`src/rtl/instr_loader.sv`:
```
// instr_loader: boot-time instruction-memory writer.
// Takes a little-endian byte stream (LEN_LO, LEN_HI, then 4*N data bytes) and writes
// 32-bit words to instruction memory from address 0. It holds the core in reset until
// the whole image has been written.
// Optional feature: define INSTR_LOADER_CSUM_EN to require a trailing XOR checksum byte.
module instr_loader #(
  parameter int unsigned ADDR_W = 8
) (
  input  logic              i_clk,
  input  logic              i_rst_n,
  input  logic              i_start,
  input  logic [7:0]        i_rx_data,
  input  logic              i_rx_valid,
  output logic              o_rx_ready,
  output logic              o_mem_we,
  output logic [ADDR_W-1:0] o_mem_addr,
  output logic [31:0]       o_mem_wdata,
  output logic              o_core_rst,
  output logic              o_done,
  output logic              o_err
);

  localparam logic [2:0] StLen0  = 3'd0;
  localparam logic [2:0] StLen1  = 3'd1;
  localparam logic [2:0] StData  = 3'd2;
  localparam logic [2:0] StWrite = 3'd3;
  localparam logic [2:0] StDone  = 3'd4;
  localparam logic [2:0] StErr   = 3'd5;
`ifdef INSTR_LOADER_CSUM_EN
  localparam logic [2:0] StCsum  = 3'd6;
`endif

  // The largest legal word count is the full memory size.
  localparam logic [16:0]     Cap    = 17'd1 << ADDR_W;
  localparam logic [ADDR_W:0] CntOne = 1;

  logic [2:0]        r_state;
  logic [15:0]       r_len;
  logic [1:0]        r_byte_idx;
  // One bit wider than the address so a full-memory image can be counted.
  logic [ADDR_W:0]   r_word_cnt;
  logic [31:0]       r_word;
  logic              r_mem_we;
  logic [ADDR_W-1:0] r_mem_addr;
  logic [31:0]       r_mem_wdata;
  logic              r_core_rst;
  logic              r_done;
  logic              r_err;
`ifdef INSTR_LOADER_CSUM_EN
  logic [7:0]        r_csum;
`endif

  logic        w_xfer;
  logic [15:0] w_len_new;
  logic        w_oversize;
  logic        w_last;
  logic [31:0] w_word_asm;

  assign w_xfer     = i_rx_valid & o_rx_ready;
  assign w_len_new  = {i_rx_data, r_len[7:0]};
  assign w_oversize = {1'b0, w_len_new} > Cap;
  assign w_last     = (17'(r_word_cnt) == ({1'b0, r_len} - 17'd1));

  // Ready only in byte-consuming states; stalls the source during WRITE.
  always_comb begin
    o_rx_ready = 1'b0;
    case (r_state)
      StLen0, StLen1, StData: o_rx_ready = 1'b1;
`ifdef INSTR_LOADER_CSUM_EN
      StCsum:                 o_rx_ready = 1'b1;
`endif
      default:                o_rx_ready = 1'b0;
    endcase
  end

  // Drop the incoming byte into its lane of the word being assembled.
  always_comb begin
    w_word_asm = r_word;
    w_word_asm[{r_byte_idx, 3'b000} +: 8] = i_rx_data;
  end

  // Load FSM with registered memory-port and status outputs.
  always_ff @(posedge i_clk or negedge i_rst_n) begin
    if (!i_rst_n) begin
      r_state     <= StLen0;
      r_len       <= '0;
      r_byte_idx  <= '0;
      r_word_cnt  <= '0;
      r_word      <= '0;
      r_mem_we    <= 1'b0;
      r_mem_addr  <= '0;
      r_mem_wdata <= '0;
      r_core_rst  <= 1'b1;
      r_done      <= 1'b0;
      r_err       <= 1'b0;
`ifdef INSTR_LOADER_CSUM_EN
      r_csum      <= '0;
`endif
    end else if (i_start) begin
      // Restart wins over any byte offered in the same cycle.
      r_state    <= StLen0;
      r_len      <= '0;
      r_byte_idx <= '0;
      r_word_cnt <= '0;
      r_word     <= '0;
      r_mem_we   <= 1'b0;
      r_core_rst <= 1'b1;
      r_done     <= 1'b0;
      r_err      <= 1'b0;
`ifdef INSTR_LOADER_CSUM_EN
      r_csum     <= '0;
`endif
    end else begin
      r_mem_we <= 1'b0;
      case (r_state)
        StLen0: begin
          if (w_xfer) begin
            r_len[7:0] <= i_rx_data;
            r_state    <= StLen1;
          end
        end
        StLen1: begin
          if (w_xfer) begin
            r_len[15:8] <= i_rx_data;
            if (w_len_new == 16'd0) begin
`ifdef INSTR_LOADER_CSUM_EN
              r_state    <= StCsum;
`else
              r_state    <= StDone;
              r_done     <= 1'b1;
              r_core_rst <= 1'b0;
`endif
            end else if (w_oversize) begin
              r_state <= StErr;
              r_err   <= 1'b1;
            end else begin
              r_state    <= StData;
              r_byte_idx <= '0;
              r_word_cnt <= '0;
              r_word     <= '0;
            end
          end
        end
        StData: begin
          if (w_xfer) begin
            r_word     <= w_word_asm;
            r_byte_idx <= r_byte_idx + 2'd1;
`ifdef INSTR_LOADER_CSUM_EN
            r_csum     <= r_csum ^ i_rx_data;
`endif
            if (r_byte_idx == 2'd3) begin
              r_state     <= StWrite;
              r_mem_we    <= 1'b1;
              r_mem_addr  <= r_word_cnt[ADDR_W-1:0];
              r_mem_wdata <= w_word_asm;
            end
          end
        end
        StWrite: begin
          if (w_last) begin
`ifdef INSTR_LOADER_CSUM_EN
            r_state    <= StCsum;
`else
            r_state    <= StDone;
            r_done     <= 1'b1;
            r_core_rst <= 1'b0;
`endif
          end else begin
            r_word_cnt <= r_word_cnt + CntOne;
            r_state    <= StData;
          end
        end
`ifdef INSTR_LOADER_CSUM_EN
        StCsum: begin
          if (w_xfer) begin
            if (i_rx_data == r_csum) begin
              r_state    <= StDone;
              r_done     <= 1'b1;
              r_core_rst <= 1'b0;
            end else begin
              r_state <= StErr;
              r_err   <= 1'b1;
            end
          end
        end
`endif
        StDone, StErr: r_state <= r_state;
        default:       r_state <= StLen0;
      endcase
    end
  end

  assign o_mem_we    = r_mem_we;
  assign o_mem_addr  = r_mem_addr;
  assign o_mem_wdata = r_mem_wdata;
  assign o_core_rst  = r_core_rst;
  assign o_done      = r_done;
  assign o_err       = r_err;

endmodule

```
`config.mk`:
```
export PLATFORM = sky130hd
export DESIGN_NAME = instr_loader
export DESIGN_NICKNAME = d
export VERILOG_FILES = /design/src/rtl/instr_loader.sv
export SDC_FILE = /design/constraint.sdc
export NUM_CORES = 1
export LEC_CHECK = 0
export ABC_AREA = 1
export BUFFER_PORTS_ARGS = -buffer_cell sky130_fd_sc_hd__buf_2
export CORE_MARGIN = 8
export CORE_UTILIZATION = 60
export DETAILED_ROUTE_END_ITERATION = 10
export PLACE_DENSITY = 0.86
export SLEW_MARGIN = 20
export SYNTH_ARGS = -nofsm -noshare
export SYNTH_HDL_FRONTEND = slang
export SYNTH_SLANG_ARGS = --single-unit
```
`constraint.sdc`:
```
create_clock -name i_clk -period 2.45 [get_ports i_clk]
set_input_delay 0.1225 -clock i_clk [delete_from_list [all_inputs] [get_ports i_clk]]
set_output_delay 0.1225 -clock i_clk [all_outputs]
set_load 0.02 [all_outputs]
```
==> impl_metrics.json <==
{
  "grt_use_total_pct": 22.7,
  "finClkSkew_ns": 0.0200,
  "synth_cell_types": 33,
  "hpwl_mm": 10.5,
  "regArea_sq_um": 2650,
  "r2r-end": "r_word[6]",
  "routed_wl_mm": 14.3,
  "peakVddDrop_uv": 401,
  "fin_crit_ns": 2.25,
  "worst_ep_arrival_time_ns": 2.54,
  "hold_viol_final": 0,
  "cp_max_fo": 68,
  "drtAntennaViolNets": 0,
  "fin_tns_setup_ns": 0,
  "num_vias": 5265,
  "multi_input_area_sq_um": 2680,
  "cts-root-buf": "clkbuf_8",
  "syn_to_final_growth_pct": 9.78,
  "cp-startpoint": "r_len[0]",
  "final_area_sq_um": 6420,
  "p_total_mw": 3.98,
  "path_clk_slew_ns": 0.10,
  "diodes": 0,
  "cts_tree": "built",
  "dr.pass1.iters": 7,
  "grt_max_degree": 69,
  "crit_path_end": "r_word[6]",
  "rsz0062_at_grt": "no",
  "fillCellCount": 865,
  "setup_viol": 0,
  "maxCapViolCount": 0,
  "fp.dieW_um": 115,
  "status": "complete, no violations",
  "syn_area_per_cell_sq_um": 7.61,
  "hold_buffers": 1,
  "antenna_found_initial": 0,
  "ff2ff_path_depth": 11,
  "post-route-drc-count": 0,
  "wl_per_cell_um": 15.0,
  "relSlewSlack_pct": 60.0,
  "fmax_mhz": 445,
  "ys_seq_area_share_pct": 45.4,
  "syn-num-nets": 789,
  "grt.overflow.total": 0,
  "hp-class": "input port to flop",
  "yosys_warnings": 0,
  "worst_pin_slew_ns": 0.600,
  "required_ns": 2.74,
  "htreeDepth": 3,
  "cts_resized": 0,
  "place_area_sq_um": 6220,
  "ioPinCount": 57,
  "clock_latency_ns": 0.37,
  "place.gp.congestion": 0.940,
  "num-nets-final": 833,
  "syn_area_sq_um": 5850,
  "start_util_pct": 60.7,
  "drt_iter0_drc": 395,
  "final_cell_mix": "nand2_1 (247), dfrtp_1 (105), inv_1 (91), nand3_1 (59), nor2_1 (56)",
  "critPathKind": "flop to flop",
  "period_share_pct": 91.7,
  "crit_path_end_kind": "flop",
  "cts_sinks": 106,
  "drive_gt1_share_pct": 16.8,
  "r2r-start": "r_len[0]",
  "p_leak_nw": 3.26,
  "via_per_inst": 5.54,
  "synthCells": 769,
  "dieHeight_um": 115,
  "rrSetupSlack_ns": 0.20,
  "final_common_cell": "nand2_1",
  "fp.coreArea_sq_um": 9640,
  "cts_buffer_depth": 2,
  "grt_pass1_vias": 5226,
  "postCtsSetupRepairBufs": 0,
  "die_area_sq_um": 13200,
  "ys_seq_elements": 106,
  "grt_first_pass_wirelength_mm": 24.2,
  "portBuffers": 56,
  "numCtsBuffers": 9,
  "slew_violations": 0,
  "worst_setup_path_start_kind": "flop",
  "power_density_nw_per_um2": 619,
  "rows": 36
}
-- flip-flops by register name (all words and copies together), names as in the netlist, 2 cells and up --
| register | flops |
|---|---|
| r_word | 32 |
| r_len | 16 |
| o_mem_addr | 8 |
| o_mem_wdata | 32 |
| r_word_cnt | 9 |
| r_state | 3 |
| r_byte_idx | 2 |
-- cell families (layout without fill, tap and decap cells) --
family                     count (synthesis)  count (layout)  share of synthesized area, %
and+or+nand+nor                          410             410                          31.6
AOI/OAI and AO/OA                        105             105                          10.8
xor gates and xnor gates                   8               8                          1.20
DFF                                      106             106                          45.4
adders and majority gates                  8               8                          1.71
buffers and inverters                    130             178                          8.98
muxes                                      2               2                         0.385
-- worst max-delay path, cell delays in order, from the launching register on --
cell and delay (ns):
dfrtp_1 0.41, inv_1 0.15, ha_1 0.27, nand2_4 0.11, nor2_4 0.16, o21ai_2 0.10
o21ai_2 0.19, nor2_2 0.09, nor2_4 0.12, buf_12 0.30, nand3_1 0.12, o21ai_1 0.12
-- worst min-delay path by stage --
stage / start / end / depth (start not counted) / slack, ns
detailed placement: i_rst_n / r_len[15] / 1 / 0.08
global route: i_start / o_err / 2 / 0.17
global placement: i_rst_n / r_len[15] / 1 / 0.07
floorplan: i_rst_n / o_done / 0 / -0.17
CTS: i_start / o_err / 2 / 0.16
finish: i_start / o_err / 2 / 0.17
-- where the power goes --
part	internal, mW	total [mW]	switching (mW)
clock network	0.408	1.03	0.624
registers	1.81	1.88	0.0727
logic	0.302	1.06	0.758
-- cell type report --
type	count	area share (%)
Timing Repair Buffer	63	5.65
Clock inverter	5	0.779
Multi-Input combinational cell	533	41.7
Sequential cell	106	41.3
Tap cell	133	2.59
Clock buffer	10	2.14
Inverter	100	5.85
-- synthesized netlist by cell type --
cell type / instances / share of area [%]
o22ai_1: 25 / 2.7
dfstp_2: 1 / 0.45
a31oi_1: 1 / 0.11
dfrtp_1: 105 / 45
clkbuf_1: 10 / 0.64
mux2_2: 2 / 0.38
nand2_4: 2 / 0.38
nor3_2: 1 / 0.17
a21oi_2: 1 / 0.15
ha_1: 8 / 1.7
nor2_1: 56 / 3.6
nand3_1: 60 / 5.1
o21ai_2: 7 / 1.0
buf_2: 12 / 1.0
nand2_1: 247 / 16
nor3_1: 6 / 0.51
o21ai_1: 30 / 2.6
o21ai_0: 25 / 2.1
xnor2_1: 3 / 0.45
nor2_4: 7 / 1.3
inv_1: 91 / 5.8
buf_6: 3 / 0.58
xor2_1: 5 / 0.75
nand4_1: 3 / 0.32
a21oi_4: 1 / 0.28
nor2_2: 8 / 0.86
a21oi_1: 7 / 0.60
inv_2: 9 / 0.58
buf_1: 5 / 0.32
nand2_2: 2 / 0.21
nand3_2: 17 / 2.9
o32ai_1: 8 / 1.2
nand3_4: 1 / 0.30
-- per-layer routing --
metal	global-route usage [%]	routed length (um)	vias to the layer above	share of wire [%]
met5	0	0	-	0
met4	9.72	327	0	2.3
met2	39.1	7300	201	51
met1	27.3	5800	2500	41
li1	-	-	2534	-
met3	4.20	836	30	5.9
-- stage by stage --
step                hold WS [ns]  setup slack [ns]  instances  utilization [%]
finish                     0.172             0.203        950             66.6
CTS                        0.156             0.243        950             66.6
global placement          0.0686             0.404        934             64.6
floorplan                 -0.173             0.481        769                -
global route               0.171            0.0514        950             66.6
detailed placement        0.0837             0.272        934             64.6
No activity file was read; power rests on OpenSTA's default activity.
